File: src/rtl/cache_refill_ctrl.sv
// Miss-side refill engine for the 2-way, 8-index instruction cache: fetches a
// 32-byte line as eight beats, writes it into the LRU victim way.
module cache_refill_ctrl #(
    parameter int ADDR_W     = 32,
    parameter int LINE_WORDS = 8,
    parameter int IDX_W      = 3
) (
    input  logic                    clk,
    input  logic                    reset,
    input  logic                    miss,
    input  logic [ADDR_W-1:0]       miss_addr,
    input  logic                    hit,
    input  logic                    hit_way,
    input  logic [IDX_W-1:0]        hit_index,
    output logic                    mem_req,
    output logic [ADDR_W-1:0]       mem_addr,
    input  logic                    mem_ack,
    input  logic                    mem_rvalid,
    input  logic [31:0]             mem_rdata,
    output logic [32*LINE_WORDS-1:0] fill_data,
    output logic [ADDR_W-IDX_W-6:0] fill_tag,
    output logic [IDX_W-1:0]        fill_index,
    output logic                    fill_valid,
    output logic                    we_set0,
    output logic                    we_set1,
    output logic                    busy,
    output logic                    done
);

    localparam int CNT_W = $clog2(LINE_WORDS);
    localparam logic [CNT_W-1:0] LAST_BEAT = CNT_W'(LINE_WORDS - 1);
    localparam logic [ADDR_W-1:0] OFFSET_MASK = ADDR_W'(5'h1f);

    typedef enum logic [2:0] {
        IDLE,
        REQ,
        FILL,
        WRITE,
        DONE
    } state_t;

    state_t                  state;
    logic [CNT_W-1:0]        cnt;
    logic [(1<<IDX_W)-1:0]   lru;

    always_ff @(posedge clk) begin
        if (reset) begin
            state      <= IDLE;
            cnt        <= '0;
            lru        <= '0;
            mem_req    <= 1'b0;
            mem_addr   <= '0;
            fill_data  <= '0;
            fill_tag   <= '0;
            fill_index <= '0;
            fill_valid <= 1'b0;
            we_set0    <= 1'b0;
            we_set1    <= 1'b0;
            busy       <= 1'b0;
            done       <= 1'b0;
        end else begin
            if (hit)
                lru[hit_index] <= ~hit_way;

            case (state)
                IDLE: begin
                    if (miss) begin
                        mem_addr   <= miss_addr & ~OFFSET_MASK;
                        fill_tag   <= miss_addr[ADDR_W-1:IDX_W+5];
                        fill_index <= miss_addr[IDX_W+4:5];
                        fill_data  <= '0;
                        mem_req    <= 1'b1;
                        busy       <= 1'b1;
                        state      <= REQ;
                    end
                end
                REQ: begin
                    if (mem_ack) begin
                        mem_req <= 1'b0;
                        cnt     <= '0;
                        state   <= FILL;
                    end
                end
                FILL: begin
                    // Strobes are decided on the last beat so they are live in WRITE.
                    if (mem_rvalid) begin
                        fill_data[{cnt, 5'b0} +: 32] <= mem_rdata;
                        cnt <= cnt + 1'b1;
                        if (cnt == LAST_BEAT) begin
                            we_set0    <= ~lru[fill_index];
                            we_set1    <= lru[fill_index];
                            fill_valid <= 1'b1;
                            state      <= WRITE;
                        end
                    end
                end
                WRITE: begin
                    // Placed after the hit update so the refill wins on the same index.
                    lru[fill_index] <= we_set0;
                    we_set0    <= 1'b0;
                    we_set1    <= 1'b0;
                    fill_valid <= 1'b0;
                    done       <= 1'b1;
                    state      <= DONE;
                end
                DONE: begin
                    done  <= 1'b0;
                    busy  <= 1'b0;
                    state <= IDLE;
                end
                default: state <= IDLE;
            endcase
        end
    end

endmodule

File: config.mk
export PLATFORM = sky130hd
export DESIGN_NAME = cache_refill_ctrl
export DESIGN_NICKNAME = d
export VERILOG_FILES = /design/src/rtl/cache_refill_ctrl.sv
export SDC_FILE = /design/constraint.sdc
export NUM_CORES = 1
export LEC_CHECK = 0
export CORE_ASPECT_RATIO = 0.75
export CORE_MARGIN = 2
export CORE_UTILIZATION = 47
export CTS_CLUSTER_SIZE = 12
export DETAILED_ROUTE_END_ITERATION = 10
export MAX_ROUTING_LAYER = met4
export PLACE_DENSITY = 0.9
export SLEW_MARGIN = 20
export SYNTH_ARGS = -nofsm -noshare
export SYNTH_HDL_FRONTEND = slang
export SYNTH_SLANG_ARGS = --single-unit
File: constraint.sdc
create_clock -name clk -period 6.1 [get_ports clk]
set_input_delay 0.61 -clock clk [delete_from_list [all_inputs] [get_ports clk]]
set_output_delay 0.61 -clock clk [all_outputs]
set_load 0.01 [all_outputs]
==> reports/summary.json <==
{
  "outcome": {"value": "finished, final reports clean"},
  "critical_path_peak_fanout": {"value": 15},
  "power.share.combinational": {"value": 0.082},
  "chipHeight": {"value": 133, "unit": "um"},
  "cts_resized": {"value": 0},
  "p_leak": {"value": 5.55, "unit": "nW"},
  "hold_class": {"value": "reg2reg"},
  "timing.critical_path.required": {"value": 6.57, "unit": "ns"},
  "dr.first_iter.drc_count": {"value": 871},
  "rsz0062_at_grt": {"value": "false"},
  "num_io_pins": {"value": 395},
  "synth_seq_cells": {"value": 303},
  "tightest_slew": {"value": 1.19, "unit": "ns"},
  "synth_edf_count": {"value": 0},
  "route.vias.total": {"value": 9504},
  "seqPwrFrac": {"value": 0.512},
  "async_flop_share": {"value": 0},
  "timing_hold_violations_final": {"value": 0},
  "relative_max_transition_margin": {"value": 0.204},
  "rows": {"value": 47},
  "clock_root_buffer_master": {"value": "clkbuf_16"},
  "power.net_switching": {"value": 0.000943, "unit": "W"},
  "regToRegSetupSlack": {"value": 2.46, "unit": "ns"},
  "seq_area_frac_synth": {"value": 0.577},
  "synthTopCellsByArea": {"value": "dfxtp_1 58%, a22o_1 19%, nand2_1 2.7%"},
  "synth_most_common_cell": {"value": "dfxtp_1"},
  "yosysTopAreaCell": {"value": "dfxtp_1"},
  "place_congestion": {"value": 0.901},
  "dominantRegCellSynth": {"value": "dfxtp_1"},
  "post_cts_buffers": {"value": 0},
  "htreeDepth": {"value": 1},
  "synthToLayoutAreaGrowth": {"value": 44.2, "unit": "%"},
  "tritoncts_buffer_count": {"value": 29},
  "placement.setup.worst_slack": {"value": 2.56, "unit": "ns"},
  "final.setup.worst_slack": {"value": 2.46, "unit": "ns"},
  "cts_hold_buf": {"value": 0},
  "final_period_minus_worst_setup_slack": {"value": 3.64, "unit": "ns"},
  "slew_violations": {"value": 0},
  "clock_insertion_delay_worst_skew": {"value": 0.55, "unit": "ns"},
  "initial_utilization": {"value": 0.478},
  "power.ir.vdd_worst": {"value": 0.206, "unit": "mV"},
  "critical_path_source_type": {"value": "flip-flop"},
  "grt_antenna_before_repair": {"value": 4},
  "max-cap-violations": {"value": 0},
  "cts_tree": {"value": "done"},
  "netlist_top_cells_count": {"value": "303 x dfxtp_1, 226 x a22o_1, 76 x nand2_1, 43 x clkbuf_1, 37 x a21oi_1"},
  "grt_util_all_layers": {"value": 0.316},
  "grt_pass1_wl": {"value": 55.6, "unit": "mm"},
  "clock-skew-final": {"value": 0.0145, "unit": "ns"},
  "route.detailed.drc": {"value": 0},
  "most_numerous_cell_on_the_critical_path": {"value": "ha_1"},
  "power.clock.fraction": {"value": 0.405},
  "cts_buffer_depth": {"value": 3},
  "synth.top_cell.area_share": {"value": 0.577},
  "post_drt_via_cell_ratio": {"value": 6.09},
  "maxClockFrequency": {"value": 275, "unit": "MHz"},
  "avgSynthCellArea": {"value": 11.0, "unit": "um^2"},
  "peak_per_stage_delay_on_the_critical_path": {"value": 0.71, "unit": "ns"},
  "wl": {"value": 37.7, "unit": "mm"},
  "swShare": {"value": 0.239},
  "crit_type": {"value": "reg2reg"},
  "hpwl": {"value": 25.5, "unit": "mm"},
  "grt_pass1_vias": {"value": 9334},
  "crit_path_cell_trace": {"value": "inv_1 > ha_1 > ha_1 > nor4b_1 > nand4_1 > nor2_2 > buf_4 > a22o_1"},
  "coreArea": {"value": 0.0220, "unit": "mm^2"},
  "mappedNetlistArea": {"value": 0.0105, "unit": "mm^2"},
  "cp.arrival": {"value": 4.11, "unit": "ns"},
  "globalRouteOverflowTotal": {"value": 0},
  "totalNegativeSetupSlack": {"value": 0, "unit": "ns"},
  "drive_above_1_share": {"value": 0.0555},
  "cellInternalPower": {"value": 0.00301, "unit": "W"},
  "detailedRoute.firstPassIterationCount": {"value": 5},
  "clkSinkCount": {"value": 303},
  "finish.net_count": {"value": 1338},
  "power_per_cell_area": {"value": 261, "unit": "mW/mm^2"},
  "fp.dieW": {"value": 177, "unit": "um"},
  "cts.clk_slew.worst_paths": {"value": 0.06, "unit": "ns"},
  "final.period_utilization": {"value": 0.597},
  "ys_types": {"value": 53},
  "cp_slowest_cell": {"value": "nor2_2"},
  "syn_inst": {"value": 953},
  "timing.critical_path.to_type": {"value": "flip-flop"},
  "grt_start_max_net_pins": {"value": 40},
  "detail-route-antenna-nets": {"value": 0},
  "design.die.area": {"value": 0.0236, "unit": "mm^2"},
  "setup-violations-final": {"value": 0},
  "yosys_warnings": {"value": 0},
  "placement.io_buffers": {"value": 384},
  "routed_wire_length_per_instance": {"value": 24.2, "unit": "um"}
}
-- routing by layer --
| metal | wire (um) | GRT usage | vias to the layer above |
|---|---|---|---|
| met1 | 14700 | 0.380 | 4655 |
| li1 | - | - | 4089 |
| met4 | 1850 | 0.147 | 0 |
| met2 | 17600 | 0.504 | 642 |
| met5 | 0 | - | - |
| met3 | 3580 | 0.0733 | 118 |
-- power groups by stage --
stage,Combinational (W),Sequential [W],Clock (W)
2_1_floorplan,0.000159,0.00206,0
3_3_place_gp,0.000304,0.00206,0
3_5_place_dp,0.000309,0.00206,0
4_1_cts,0.000311,0.00202,0.00162
5_1_grt,0.000340,0.00203,0.00169
6_report,0.000325,0.00202,0.00160
-- final cells by class --
type	count	area, um^2
fillers	1507	6850
multi-input cells	518	3910
clock buffers	35	778
flip-flops and latches	303	6070
clock inverters	1	8.76
diodes	4	10.0
repair buffers	396	3970
inverters	9	33.8
well taps	294	368
-- metrics by stage --
step                hold slack [ns]  utilization  area [um^2]  total power, W  instances
detailed placement            0.453        0.650        14300         0.00237       1518
finish                        0.466        0.689        15100         0.00395       1560
global route                  0.481        0.689        15100         0.00405       1560
global placement              0.447        0.650        14300         0.00237       1518
floorplan                     0.467            -        10500         0.00222        957
CTS                           0.469        0.686        15100         0.00395       1554
-- path summary, 6_finish.rpt --
check                 start        endpoint  cells after the start
min          fill_data[153]  fill_data[153]                      2
min reg2reg  fill_data[153]  fill_data[153]                      2
max                  cnt[0]   fill_data[87]                      8
max reg2reg          cnt[0]   fill_data[87]                      8
-- logic make-up after synthesis --
family / count (synthesis) / synth area share
compound gates: 314 / 0.245
flops: 303 / 0.577
simple gates: 175 / 0.0866
buf+inv: 136 / 0.0635
mux: 17 / 0.0186
fa+ha+maj: 7 / 0.00834
other cells: 1 / 0.000357
-- flip-flops by register name, indices dropped and copies added, names as in the netlist --
| signal | count |
|---|---|
| fill_index | 2 |
| lru | 8 |
| done | 1 |
| busy | 1 |
| mem_addr | 2 |
| we_set1 | 1 |
| fill_data | 256 |
| state | 3 |
| we_set0 | 1 |
| fill_tag | 23 |
| fill_valid | 1 |
| mem_req | 1 |
| cnt | 3 |
-- layout by cell type, fill, tap and decap left out, types with 6 or more instances in the layout --
cell type | netlist | routed
a21oi_1 | 37 | 35
a22o_1 | 226 | 226
a32o_1 | 6 | 6
buf_4 | 34 | 10
clkbuf_16 | 0 | 29
clkdlybuf4s50_1 | 0 | 383
dfxtp_1 | 303 | 303
ha_1 | 7 | 7
inv_1 | 9 | 9
mux2i_1 | 15 | 15
nand2_1 | 76 | 76
nand3_1 | 7 | 7
nand4_1 | 6 | 6
nor2_1 | 26 | 23
nor3_1 | 9 | 8
o2bb2ai_1 | 20 | 20
-- critical path, delay by kind of cell, from the launching register on --
kind | cells | cell delay, ns
adders and majority gates | 2 | 0.54
buffers and inverters | 2 | 0.51
AOI/OAI and AO/OA | 1 | 0.17
DFF | 1 | 0.60
and+or+nand+nor | 3 | 1.73
(Power assumes the default switching activity.)
